### src/rtl/ddr5_cmd_scheduler.sv
`timescale 1ns/1ps
`default_nettype none
// ============================================================================
// Module   : ddr5_cmd_scheduler
// Brief    : In-order DDR5 command front-end. A request FIFO feeds a 4-state
//            issue FSM driving addr/wr_data/rd_en/wr_en. Returning read data
//            lands in a credit-protected response FIFO.
// Revision : 1.0 - initial release
// ============================================================================
module ddr5_cmd_scheduler #(
    parameter int ADDR_WIDTH = 16,
    parameter int DATA_WIDTH = 64,
    parameter int REQ_DEPTH  = 4,
    parameter int RESP_DEPTH = 2,
    parameter int RD_LATENCY = 1
) (
    input  logic                  clk,
    input  logic                  rst,
    input  logic                  req_valid,
    output logic                  req_ready,
    input  logic                  req_write,
    input  logic [ADDR_WIDTH-1:0] req_addr,
    input  logic [DATA_WIDTH-1:0] req_wdata,
    output logic                  resp_valid,
    input  logic                  resp_ready,
    output logic [DATA_WIDTH-1:0] resp_data,
    output logic [ADDR_WIDTH-1:0] mem_addr,
    output logic [DATA_WIDTH-1:0] mem_wr_data,
    output logic                  mem_rd_en,
    output logic                  mem_wr_en,
    input  logic [DATA_WIDTH-1:0] mem_rd_data,
    output logic                  busy
);

    localparam int REQ_AW  = $clog2(REQ_DEPTH);
    localparam int REQ_CW  = REQ_AW + 1;
    localparam int RESP_AW = $clog2(RESP_DEPTH);
    localparam int RESP_CW = RESP_AW + 1;
    localparam int CRED_W  = $clog2(RESP_DEPTH + RD_LATENCY + 2) + 1;

    typedef enum logic [1:0] {
        IDLE = 2'd0,
        WR1  = 2'd1,
        WR2  = 2'd2,
        RD   = 2'd3
    } state_t;

    // Storage arrays (no reset needed: guarded by counts)
    logic                  req_wr_ram   [REQ_DEPTH];
    logic [ADDR_WIDTH-1:0] req_addr_ram [REQ_DEPTH];
    logic [DATA_WIDTH-1:0] req_data_ram [REQ_DEPTH];
    logic [DATA_WIDTH-1:0] resp_ram     [RESP_DEPTH];

    state_t                state_q,       state_d;
    logic [REQ_AW-1:0]     req_wptr_q,    req_wptr_d;
    logic [REQ_AW-1:0]     req_rptr_q,    req_rptr_d;
    logic [REQ_CW-1:0]     req_count_q,   req_count_d;
    logic [RESP_AW-1:0]    resp_wptr_q,   resp_wptr_d;
    logic [RESP_AW-1:0]    resp_rptr_q,   resp_rptr_d;
    logic [RESP_CW-1:0]    resp_count_q,  resp_count_d;
    logic [RD_LATENCY:0]   inflight_q,    inflight_d;
    logic [ADDR_WIDTH-1:0] mem_addr_q,    mem_addr_d;
    logic [DATA_WIDTH-1:0] mem_wr_data_q, mem_wr_data_d;
    logic                  mem_rd_en_q,   mem_rd_en_d;
    logic                  mem_wr_en_q,   mem_wr_en_d;

    logic                  req_push;
    logic                  req_pop;
    logic                  resp_push;
    logic                  resp_pop;
    logic                  issue_rd;
    logic                  credit_ok;
    logic [CRED_W-1:0]     inflight_cnt;

    // Handshakes; ready reflects current occupancy only, so a pop never frees space in the same cycle
    always_comb begin
        req_ready  = !rst && (req_count_q < REQ_CW'(REQ_DEPTH));
        req_push   = req_valid && req_ready;
        resp_valid = (resp_count_q != '0);
        resp_pop   = resp_valid && resp_ready;
        resp_push  = inflight_q[RD_LATENCY];
        resp_data  = resp_valid ? resp_ram[resp_rptr_q] : '0;
    end

    // Read credit: responses held plus reads still travelling must leave room in the response FIFO
    always_comb begin
        inflight_cnt = '0;
        for (int i = 0; i <= RD_LATENCY; i++) begin
            inflight_cnt = inflight_cnt + CRED_W'(inflight_q[i]);
        end
        credit_ok = (CRED_W'(resp_count_q) + inflight_cnt) < CRED_W'(RESP_DEPTH);
    end

    // Issue FSM: WR1 repeats the write strobe; IDLE/WR2/RD all pick the next command without a bubble
    always_comb begin
        state_d       = state_q;
        req_pop       = 1'b0;
        issue_rd      = 1'b0;
        mem_addr_d    = mem_addr_q;
        mem_wr_data_d = mem_wr_data_q;
        mem_wr_en_d   = 1'b0;
        mem_rd_en_d   = 1'b0;
        case (state_q)
            WR1: begin
                state_d     = WR2;
                mem_wr_en_d = 1'b1;
            end
            default: begin
                state_d = IDLE;
                if (req_count_q != '0) begin
                    if (req_wr_ram[req_rptr_q]) begin
                        state_d       = WR1;
                        req_pop       = 1'b1;
                        mem_addr_d    = req_addr_ram[req_rptr_q];
                        mem_wr_data_d = req_data_ram[req_rptr_q];
                        mem_wr_en_d   = 1'b1;
                    end else if (credit_ok) begin
                        state_d     = RD;
                        req_pop     = 1'b1;
                        issue_rd    = 1'b1;
                        mem_addr_d  = req_addr_ram[req_rptr_q];
                        mem_rd_en_d = 1'b1;
                    end
                end
            end
        endcase
    end

    // FIFO pointer/count and in-flight shift register next-state
    always_comb begin
        req_wptr_d    = req_push ? req_wptr_q + REQ_AW'(1) : req_wptr_q;
        req_rptr_d    = req_pop  ? req_rptr_q + REQ_AW'(1) : req_rptr_q;
        req_count_d   = req_count_q + REQ_CW'(req_push) - REQ_CW'(req_pop);
        resp_wptr_d   = resp_push ? resp_wptr_q + RESP_AW'(1) : resp_wptr_q;
        resp_rptr_d   = resp_pop  ? resp_rptr_q + RESP_AW'(1) : resp_rptr_q;
        resp_count_d  = resp_count_q + RESP_CW'(resp_push) - RESP_CW'(resp_pop);
        inflight_d    = '0;
        inflight_d[0] = issue_rd;
        for (int i = 1; i <= RD_LATENCY; i++) begin
            inflight_d[i] = inflight_q[i-1];
        end
    end

    // Control state with asynchronous reset; reset discards queued and in-flight work
    always_ff @(posedge clk or posedge rst) begin
        if (rst) begin
            state_q       <= IDLE;
            req_wptr_q    <= '0;
            req_rptr_q    <= '0;
            req_count_q   <= '0;
            resp_wptr_q   <= '0;
            resp_rptr_q   <= '0;
            resp_count_q  <= '0;
            inflight_q    <= '0;
            mem_addr_q    <= '0;
            mem_wr_data_q <= '0;
            mem_rd_en_q   <= 1'b0;
            mem_wr_en_q   <= 1'b0;
        end else begin
            state_q       <= state_d;
            req_wptr_q    <= req_wptr_d;
            req_rptr_q    <= req_rptr_d;
            req_count_q   <= req_count_d;
            resp_wptr_q   <= resp_wptr_d;
            resp_rptr_q   <= resp_rptr_d;
            resp_count_q  <= resp_count_d;
            inflight_q    <= inflight_d;
            mem_addr_q    <= mem_addr_d;
            mem_wr_data_q <= mem_wr_data_d;
            mem_rd_en_q   <= mem_rd_en_d;
            mem_wr_en_q   <= mem_wr_en_d;
        end
    end

    // FIFO payload storage, written on push only
    always_ff @(posedge clk) begin
        if (req_push) begin
            req_wr_ram[req_wptr_q]   <= req_write;
            req_addr_ram[req_wptr_q] <= req_addr;
            req_data_ram[req_wptr_q] <= req_wdata;
        end
        if (resp_push) begin
            resp_ram[resp_wptr_q] <= mem_rd_data;
        end
    end

    // Registered memory-side outputs and activity indicator
    always_comb begin
        mem_addr    = mem_addr_q;
        mem_wr_data = mem_wr_data_q;
        mem_rd_en   = mem_rd_en_q;
        mem_wr_en   = mem_wr_en_q;
        busy        = (req_count_q != '0) || (state_q != IDLE) ||
                      (|inflight_q) || (resp_count_q != '0);
    end

endmodule
`default_nettype wire
### config.mk
export PLATFORM = sky130hd
export DESIGN_NAME = ddr5_cmd_scheduler
export DESIGN_NICKNAME = d
export VERILOG_FILES = /design/src/rtl/ddr5_cmd_scheduler.sv
export SDC_FILE = /design/constraint.sdc
export NUM_CORES = 1
export LEC_CHECK = 0
export BUFFER_PORTS_ARGS = -buffer_cell sky130_fd_sc_hd__buf_4
export CAP_MARGIN = 20
export CORE_ASPECT_RATIO = 0.9
export CORE_MARGIN = 8
export CORE_UTILIZATION = 57
export CTS_CLUSTER_SIZE = 8
export DETAILED_ROUTE_END_ITERATION = 16
export GPL_TIMING_DRIVEN = 0
export PLACE_DENSITY = 0.8
export RECOVER_POWER = 100
export SLEW_MARGIN = 0
export SYNTH_ARGS = -nofsm -noshare
export SYNTH_HDL_FRONTEND = slang
export SYNTH_SLANG_ARGS = --single-unit
### constraint.sdc
create_clock -name clk -period 4.35 [get_ports clk]
set_input_delay 0.87 -clock clk [delete_from_list [all_inputs] [get_ports clk]]
set_output_delay 0.87 -clock clk [all_outputs]
set_load 0.03 [all_outputs]
==> results.json, run 1 <==
{
  "status": "finished, violations left",
  "violations": "max-capacitance violations, max-slew violations",
  "grt_pass1_wl_um": 69920,
  "vias": 10386,
  "syn_inst": 935,
  "hold_class": "flip-flop to flip-flop",
  "cts_tree": "done",
  "die_h_um": 194.6,
  "grt_max_degree": 65,
  "drt_pre_antenna_iters": 5,
  "pwr_density_cell_mw_per_mm2": 764.1,
  "ys_seq_area_share_pct": 79.10,
  "regToRegEndpoint": "resp_ram[0][47]$_DFFE_PP_",
  "cts_buffers": 78,
  "clkSinkCount": 548,
  "tightest_slew_ns": 2.973,
  "reg2regPathDepth": 3,
  "initialDrtViolationCount": 659,
  "startpoint": "resp_rptr_q$_DFFE_PP0P_",
  "path_buf_inv": 3,
  "place_ws_ns": 1.364,
  "place_area_mm2": 0.02323,
  "required_ns": 3.48,
  "clk_latency_ns": 0.57,
  "path_class": "flip-flop to output pin",
  "met1_usage_pct": 27.74,
  "max_cap_violations": 7,
  "synth_top_area_share_pct": 67.20,
  "ir_drop_v": 0.0006186,
  "synth_area_leaders": "edfxtp_1, dfrtp_1, mux4_2",
  "start_kind": "flip-flop",
  "p_leak_nw": 8.509,
  "nets": 1478,
  "path_clk_slew_ns": 0.05,
  "synth_nets": 1094,
  "crit_arrival_ns": 2.55,
  "start_util_pct": 57.75,
  "relSlewSlack_pct": -98.21,
  "finClkSkew_ns": 0.01895,
  "finalPower_w": 0.01867,
  "post_cts_buffers": 0,
  "syn_area_per_cell_um2": 21.60,
  "wl_per_cell_um": 25.12,
  "cp-endpoint": "resp_data[54]",
  "ys_ff_latch": 548,
  "slowest_stage": "clkbuf_1",
  "crit_top_cell": "clkbuf_1",
  "ctsResizeCount": 0,
  "port_buffers": 297,
  "drive_above_1_share_pct": 22.25,
  "grt_pass1_vias": 11412,
  "slew_violations": 259,
  "fin_area_mm2": 0.02443,
  "place.gp.congestion": 0.7757,
  "period_share_pct": 78.72,
  "worst-path-max-fanout": 10,
  "num_rows": 65,
  "clockBufferDepth": 3,
  "dpl.hpwl_um": 28390,
  "ff2ff_setup_slack_ns": 1.05,
  "gr-usage-met3_pct": 6.923,
  "max_stage_delay_ns": 0.62,
  "crit_chain": "buf_2 -> clkbuf_1 -> mux2i_1 -> nor2_1 -> clkbuf_1",
  "grt_use_met2_pct": 36.67,
  "antenna_found_initial": 6,
  "finalSetupViolCount": 0,
  "ys.warnings.count": 0,
  "r2r-start": "inflight_q[1]$_DFF_PP0_",
  "viasPerCell": 5.623,
  "fp.dieW_um": 214.4,
  "grt_overflow": 0,
  "drc": 0,
  "wirelength_um": 46400,
  "io_pins": 298,
  "cp_top_family": "buffers and inverters",
  "antenna_left": 0,
  "crit_path_end_kind": "output pin",
  "fin_ws_ns": 0.9255,
  "synth_cell_types": 29,
  "area_growth_pct": 20.95,
  "postCtsHoldBufs": 0,
  "yosysTopAreaCell": "edfxtp_1",
  "min-delay-start": "inflight_q[0]$_DFF_PP0_",
  "core_mm2": 0.03497,
  "hold_violations": 0,
  "min_period_ns": 3.424,
  "grt_use_total_pct": 22.02,
  "rsz0062_at_grt": "no",
  "cts.htree.levels": 3,
  "die_area_mm2": 0.04172,
  "syn_area_mm2": 0.02020,
  "max_freq_mhz": 292.0,
  "grt_busiest_layer": "met2",
  "cp_num_cells": 5,
  "cts-root-buf": "clkbuf_16"
}
[state kept, by name, summed over array words and instances, names as in the netlist]
signal	cells
mem_addr	16
req_wr_ram	4
state_q	2
req_rptr_q	2
req_data_ram	256
mem_wr_en	1
req_addr_ram	64
mem_wr_data	64
resp_count_q	2
req_count_q	3
resp_wptr_q	1
resp_ram	128
resp_rptr_q	1
inflight_q	2
req_wptr_q	2
[worst reg2reg max path, cell delays in order (launching register included)]
cell and delay, ns:
dfrtp_1 0.43, inv_1 0.09, nor2_1 0.98, clkbuf_1 1.36
[how the worst min path moves through the flow]
stage	endpoint	slack [ns]	depth (start not counted)
3_3_place_gp	inflight_q[1]$_DFF_PP0_	0.43	0
5_1_grt	inflight_q[1]$_DFF_PP0_	0.48	0
2_1_floorplan	resp_wptr_q$_DFFE_PP0P_	0.45	1
6_report	inflight_q[1]$_DFF_PP0_	0.46	0
3_5_place_dp	inflight_q[1]$_DFF_PP0_	0.45	0
4_1_cts	req_count_q[1]$_DFF_PP0_	0.36	2
[through the flow]
| stage | TNS, ns | hold WS, ns | std cells | util (%) |
|---|---|---|---|---|
| after floorplan | 0 | 0.4535 | 935 | - |
| after global placement | -415.52 | 0.4279 | 1701 | 65.81 |
| after detailed placement | 0 | 0.4498 | 1708 | 66.44 |
| after CTS | 0 | 0.3642 | 1844 | 72.90 |
| after global routing | 0 | 0.4809 | 1846 | 69.85 |
| final | 0 | 0.4627 | 1847 | 69.85 |
[cells by family after synthesis]
logic type	share of synthesized area [%]
buf+inv	1.134
mux	16.72
compound gates	0.2664
flops	79.10
xor+xnor	0.3903
simple gates	1.735
fa+ha+maj	0.6567
[layout by cell type (no fill, tap or decap), types with 10 or more instances in the layout]
master / instances
clkbuf_1: 333
clkbuf_4: 35
clkbuf_16: 79
inv_1: 11
buf_2: 10
edfxtp_1: 452
mux4_2: 81
dfrtp_1: 96
nor2_1: 67
mux2i_1: 64
mux2_2: 80
[cell type report]
cell class | instances | area, um^2
flip-flops and latches | 548 | 15980
fillers | 2296 | 10540
multi-input cells | 334 | 3988
clock buffers | 129 | 2165
repair buffers | 304 | 1391
well taps | 469 | 586.8
plain buffers | 41 | 173.9
clock inverters | 7 | 95.09
inverters | 12 | 46.29
diodes | 3 | 7.507
[Yosys cell counts, drive strengths merged]
cell,count
o2111ai,1
mux2i,64
or3,1
nor3,2
edfxtp,452
dfrtp,96
nor2,67
buf,28
clkbuf,13
nand2b,1
mux2,81
ha,9
fa,1
o211ai,1
mux4,81
inv,12
and2,3
nand2,3
nand3,2
nor4,1
a211oi,1
xor2,3
and3,4
o31ai,1
a211o,1
xnor2,6
[layer usage]
layer	up-vias	share of wire [%]
met3	88	7.9
li1	4490	-
met4	8	2.0
met2	447	50
met5	-	0.13
met1	5353	40
[power by group]
group          total [W]  switching [W]  internal, W  leakage, nW
clock network    0.00553        0.00214      0.00339         1.08
logic            0.00609        0.00390      0.00220         2.21
registers        0.00705       0.000406      0.00664         5.22
total             0.0187        0.00644       0.0122         8.51
Power figures use the tool's default switching activity.
==> inputs of run 2 (changes only) <==
--- a/config.mk
+++ b/config.mk
@@ -9,11 +9,11 @@
 export CAP_MARGIN = 20
 export CORE_ASPECT_RATIO = 0.9
 export CORE_MARGIN = 8
-export CORE_UTILIZATION = 57
+export CORE_UTILIZATION = 51
 export CTS_CLUSTER_SIZE = 8
 export DETAILED_ROUTE_END_ITERATION = 16
 export GPL_TIMING_DRIVEN = 0
-export PLACE_DENSITY = 0.8
+export PLACE_DENSITY = 0.75
 export RECOVER_POWER = 100
 export SLEW_MARGIN = 0
 export SYNTH_ARGS = -nofsm -noshare
==> constraint.sdc (replaced) <==
create_clock -name clk -period 3.08 [get_ports clk]
set_input_delay 0.616 -clock clk [delete_from_list [all_inputs] [get_ports clk]]
set_output_delay 0.616 -clock clk [all_outputs]
set_load 0.03 [all_outputs]
==> run 2 against run 1 <==
The run still ends with max-capacitance violations, max-slew violations left. Register-to-register slack got worse by 0.89 ns. Clock skew increased by 0.0021 ns. Highest routed layer unchanged. Core utilization decreased by 7.0 points. Largest power group unchanged. Non-clock buffer count increased by 2.
==> results.json, run 2 (synthesis results as in run 1) <==
{
  "status": "finished, violations left",
  "violations": "max-capacitance violations, max-slew violations",
  "die_h_um": 204.8,
  "cts_tree": "done",
  "port_buffers": 297,
  "path_buf_inv": 3,
  "path_class": "flip-flop to output pin",
  "layout_commonest_cell": "edfxtp_1",
  "clkSinkCount": 548,
  "register_area_mm2": 0.01598,
  "worst-path-max-fanout": 10,
  "area_growth_pct": 22.20,
  "slew_violations": 208,
  "finalSetupViolCount": 0,
  "antenna_found_initial": 8,
  "initialDrtViolationCount": 696,
  "min-delay-start": "mem_rd_data[7]",
  "reg_top3": "req_data_ram x256, resp_ram x128",
  "cp_top_family": "buffers and inverters",
  "wirelength_um": 44410,
  "io_pins": 298,
  "ir_drop_v": 0.0006926,
  "cts_buffers": 78,
  "multi_input_area_mm2": 0.003980,
  "crit_top_cell": "nor2_1",
  "crit_arrival_ns": 2.32,
  "whs_endpoint": "resp_ram[0][7]$_DFFE_PP_",
  "grt_overflow": 0,
  "max_cap_violations": 6,
  "antenna_left": 0,
  "pwr_density_cell_mw_per_mm2": 1071,
  "max_freq_mhz": 340.0,
  "start_kind": "flip-flop",
  "min_period_ns": 2.941,
  "drive_above_1_share_pct": 27.08,
  "relSlewSlack_pct": -23.66,
  "hold_violations": 0,
  "cts-root-buf": "clkbuf_16",
  "fillCellCount": 2834,
  "required_ns": 2.46,
  "grt_pass1_wl_um": 66240,
  "grt_pass1_vias": 10933,
  "mostFrequentLayoutCells": "edfxtp_1, clkbuf_1, dfrtp_1",
  "max_stage_delay_ns": 0.46,
  "largest-register": "req_data_ram",
  "grt_use_total_pct": 19.17,
  "hold_class": "input port to flip-flop",
  "core_mm2": 0.03928,
  "final_cells": 1916,
  "wl_per_cell_um": 23.18,
  "rsz0062_at_grt": "no",
  "finClkSkew_ns": 0.02104,
  "drc": 0,
  "die_area_mm2": 0.04623,
  "tightest_slew_ns": 1.855,
  "r2r-start": "req_count_q[2]$_DFF_PP0_",
  "regToRegEndpoint": "req_data_ram[0][19]$_DFFE_PP_",
  "place.gp.congestion": 0.8206,
  "largest_reg_flops": 256,
  "vias": 10230,
  "p_leak_nw": 8.738,
  "dp.cells": 1772,
  "fp.dieW_um": 225.8,
  "grt_max_degree": 65,
  "path_clk_slew_ns": 0.05,
  "clk_latency_ns": 0.59,
  "dpl.hpwl_um": 28450,
  "cts.htree.levels": 3,
  "reg2regPathDepth": 3,
  "viasPerCell": 5.339,
  "start_util_pct": 51.42,
  "holdPathStages": 1,
  "crit_chain": "nor2_1 -> clkbuf_2 -> clkbuf_1 -> nor2_1 -> buf_4",
  "slowest_stage": "clkbuf_1",
  "crit_path_end_kind": "output pin",
  "drt_pre_antenna_iters": 5,
  "period_share_pct": 95.48,
  "num_rows": 69,
  "holdWs_ns": 0.2384,
  "nets": 1480,
  "clockBufferDepth": 3,
  "ff2ff_setup_slack_ns": 0.16
}
## run 2: cell types whose count changed in the layout (fill, tap and decap cells not counted), moves of 2 or more
| cell | previous run | this run |
|---|---|---|
| buf_4 | 6 | 11 |
| buf_1 | 5 | 2 |
| clkbuf_1 | 333 | 276 |
| buf_2 | 10 | 13 |
| clkbuf_4 | 35 | 45 |
| clkbuf_2 | 1 | 50 |
| inv_6 | 2 | 0 |
## run 2: report_power, final
part | internal, W | switching, W | total (W)
clock | 0.00489 | 0.00299 | 0.00788
combinational | 0.00322 | 0.00541 | 0.00863
sequential | 0.00937 | 0.000543 | 0.00991
total | 0.0175 | 0.00895 | 0.0264
## run 2: final cells by class
cell class	count	share of cell area [%]
antenna	3	0.03042
inverter	12	0.1876
sequential	548	64.73
clock buffer	134	8.846
buffer	41	0.7503
multi-input combinational	334	16.13
tap	532	2.697
clock inverter	6	0.5222
timing repair buffer	306	6.114
## run 2: through the flow
stage,utilization [%],worst slack (ns),power [W],setup TNS (ns),instance area (um^2)
final,62.83,0.1391,0.02642,0,24680
after global routing,62.81,0.01109,0.02764,0,24670
after CTS,65.25,0.03569,0.02764,0,25630
after detailed placement,59.36,0.03597,0.01964,0,23320
after global placement,58.82,-0.4376,0.01942,-111.19,23100
after floorplan,-,0.3452,0.01623,0,20210
## run 2: routing by layer
layer,share of wire [%],global-route usage (%),vias to the layer above,wire [um]
li1,-,-,4492,-
met5,0.20,0,-,88
met2,49,31.20,361,21710
met3,8.7,5.983,72,3883
met4,1.9,6.101,14,839
met1,40,24.56,5291,17890
## run 2: worst max path at each step
| stage | start | endpoint | slack [ns] | cells after the start |
|---|---|---|---|---|
| 6_report | resp_count_q[1]$_DFF_PP0_ | resp_data[58] | 0.14 | 5 |
| 5_1_grt | resp_count_q[1]$_DFF_PP0_ | resp_data[58] | 0.01 | 5 |
| 4_1_cts | resp_rptr_q$_DFFE_PP0P_ | resp_data[27] | 0.04 | 5 |
| 3_5_place_dp | req_rptr_q[1]$_DFFE_PP0P_ | req_count_q[2]$_DFF_PP0_ | 0.04 | 10 |
| 3_3_place_gp | inflight_q[1]$_DFF_PP0_ | resp_ram[0][49]$_DFFE_PP_ | -0.44 | 2 |
| 2_1_floorplan | rst | req_addr_ram[0][0]$_DFFE_PP_ | 0.35 | 2 |
## run 2: what timing repair did
action / in CTS / in global routing
hold buffers: 0 / 0
resized for setup: 1 / 4
endpoints found under the setup margin: 10 / 25
pin swaps: 0 / 1
buffers inserted: 0 / 1
## run 2: worst register-to-register path, delay by kind of cell, from the launching register on
family	cells	cell delay, ns
simple gates	2	1.72
flops	1	0.42
buf+inv	1	0.38
==> inputs of run 3 (changes only) <==
--- a/config.mk
+++ b/config.mk
@@ -7,13 +7,15 @@
 export LEC_CHECK = 0
 export BUFFER_PORTS_ARGS = -buffer_cell sky130_fd_sc_hd__buf_4
 export CAP_MARGIN = 20
+export CELL_PAD_IN_SITES_DETAIL_PLACEMENT = 1
+export CELL_PAD_IN_SITES_GLOBAL_PLACEMENT = 1
 export CORE_ASPECT_RATIO = 0.9
 export CORE_MARGIN = 8
-export CORE_UTILIZATION = 51
+export CORE_UTILIZATION = 44
 export CTS_CLUSTER_SIZE = 8
 export DETAILED_ROUTE_END_ITERATION = 16
 export GPL_TIMING_DRIVEN = 0
-export PLACE_DENSITY = 0.75
+export PLACE_DENSITY_LB_ADDON = 0.1
 export RECOVER_POWER = 100
 export SLEW_MARGIN = 0
 export SYNTH_ARGS = -nofsm -noshare
==> run 3 against run 2 <==
The flow still finishes with violations (max-capacitance violations, max-slew violations). Routed wire length grew 4.9%. Cell area grew 0.24%. Combinational power grew 0.5%. Critical path type unchanged. Power grew 0.16%. Core utilization shrank 8.3 points. Critical endpoint is now resp_data[28].
==> results.json, run 3 (synthesis results as in run 1) <==
{
  "seq_power_share_pct": 37.4,
  "vias": 10083,
  "cts.htree.levels": 3,
  "antenna_found_initial": 5,
  "pwr-share-clk_pct": 29.9,
  "dp.cells": 1850,
  "pwr_density_cell_mw_per_mm2": 1070,
  "min_period_ns": 2.869,
  "crit_top_cell": "nor2_1",
  "die_area_mm2": 0.05302,
  "num_rows": 74,
  "port_buffers": 297,
  "grt_max_degree": 53,
  "register_area_mm2": 0.01598,
  "hold_class": "input port to asynchronous set/reset pin",
  "ir_drop_v": 0.0006020,
  "drive_above_1_share_pct": 27.37,
  "internal-power_w": 0.01752,
  "required_ns": 2.46,
  "finClkSkew_ns": 0.01396,
  "max_stage_delay_ns": 0.42,
  "nets": 1482,
  "largest_reg_flops": 256,
  "die_h_um": 219.3,
  "crit_arrival_ns": 2.25,
  "largest-register": "req_data_ram",
  "clkSinkCount": 548,
  "violations": "max-capacitance violations, max-slew violations",
  "io_pins": 298,
  "holdWs_ns": 0.1135,
  "dpl.hpwl_um": 30180,
  "area_growth_pct": 22.50,
  "grt_use_total_pct": 17.48,
  "multi_input_area_mm2": 0.003984,
  "initialDrtViolationCount": 421,
  "r2r-start": "req_count_q[2]$_DFF_PP0_",
  "final_cells": 1990,
  "crit_chain": "nor2_1 -> clkbuf_2 -> clkbuf_1 -> nor2_1 -> buf_4",
  "path_clk_slew_ns": 0.05,
  "fillCellCount": 4144,
  "clockBufferDepth": 3,
  "p_leak_nw": 8.727,
  "place_area_mm2": 0.02347,
  "drc": 0,
  "clk_latency_ns": 0.59,
  "cts-root-buf": "clkbuf_16",
  "cts_tree": "done",
  "grt_pass1_vias": 11150,
  "reg2regPathDepth": 3,
  "worst-path-max-fanout": 10,
  "cts_buffers": 78,
  "finalSetupViolCount": 0,
  "drt_pre_antenna_iters": 4,
  "relSlewSlack_pct": -39.65,
  "reg_top3": "req_data_ram x256, resp_ram x128",
  "fp.dieW_um": 241.8,
  "mostFrequentLayoutCells": "edfxtp_1, clkbuf_1, dfrtp_1",
  "switchingPower_w": 0.008944,
  "period_share_pct": 93.15,
  "antenna_left": 0,
  "start_kind": "flip-flop",
  "tns_ns": 0,
  "pwr-share-comb_pct": 32.8,
  "wirelength_um": 46590,
  "hold_violations": 0,
  "place.gp.congestion": 0.7523,
  "finalPower_w": 0.02646,
  "tightest_slew_ns": 2.095,
  "fin_area_mm2": 0.02474,
  "max_freq_mhz": 348.5,
  "slowest_stage": "clkbuf_1",
  "status": "finished, violations left",
  "wl_per_cell_um": 23.41,
  "layout_commonest_cell": "edfxtp_1",
  "viasPerCell": 5.067,
  "rsz0062_at_grt": "no",
  "grt_overflow": 0,
  "crit_path_end_kind": "output pin",
  "grt_pass1_wl_um": 69950,
  "switching_share_pct": 33.80,
  "core_mm2": 0.04537,
  "start_util_pct": 44.52,
  "startpoint": "resp_count_q[1]$_DFF_PP0_",
  "max_cap_violations": 3,
  "path_class": "flip-flop to output pin",
  "slew_violations": 77
}
==> run 3: changes by cell type in the layout (fill, tap and decap cells not counted), moves of 3 or more <==
cell       delta
and3_1        -4
and3_2        +4
buf_16        -3
buf_2        +13
buf_4         +8
clkbuf_16     +3
clkbuf_2     -26
clkbuf_4      +7
==> run 3: metrics by stage <==
stage          worst slack, ns  utilization, %
3_3_place_gp           -0.6885           51.13
6_report                0.2109           54.53
3_5_place_dp           0.04365           51.72
4_1_cts                0.02739           56.77
5_1_grt               0.005595           54.53
2_1_floorplan           0.3452               -
==> run 3: repair_timing <==
action	CTS	global route
pin swaps	0	1
gates resized for setup	4	2
setup endpoints to repair	50	13
buffers inserted	0	1
hold buffers	0	0
==> run 3: power groups by stage <==
| stage | registers [W] | logic [W] | clock network (W) |
|---|---|---|---|
| floorplan | 0.0110 | 0.00524 | 0 |
| global placement | 0.0100 | 0.00949 | 0 |
| detailed placement | 0.0100 | 0.00971 | 0 |
| CTS | 0.00993 | 0.00973 | 0.00812 |
| global route | 0.0100 | 0.00935 | 0.00836 |
| finish | 0.00989 | 0.00867 | 0.00790 |
==> run 3: cell type report <==
type | count | area share [%]
flip-flops and latches | 548 | 64.57
multi-input cells | 334 | 16.10
clock buffers | 134 | 9.083
repair buffers | 308 | 6.058
well taps | 608 | 3.075
plain buffers | 41 | 0.7586
inverters | 12 | 0.1871
clock inverters | 4 | 0.1568
diodes | 1 | 0.01011
==> run 3: final timing paths <==
kind	endpoint	slack (ns)
setup / recovery	resp_data[28]	0.21
hold / removal	resp_count_q[0]$_DFF_PP0_	0.11
setup reg to reg	req_data_ram[2][25]$_DFFE_PP_	0.21
hold reg to reg	inflight_q[1]$_DFF_PP0_	0.44
max in group asynchronous	mem_wr_data[18]$_DFFE_PP0P_	0.61
min in group clk	resp_ram[1][17]$_DFFE_PP_	0.23
==> run 3: worst max-delay path: cells and delay by family (launching register included) <==
family / cells / cell delay [ns]
flops: 1 / 0.41
simple gates: 2 / 0.31
buf+inv: 3 / 0.94
==> run 3: per-layer routing <==
| layer | global-route usage (%) | part of all wire, % |
|---|---|---|
| met5 | 0 | 0.12 |
| met1 | 21.13 | 41 |
| met2 | 29.87 | 51 |
| met4 | 4.701 | 1.7 |
| met3 | 6.053 | 6.6 |
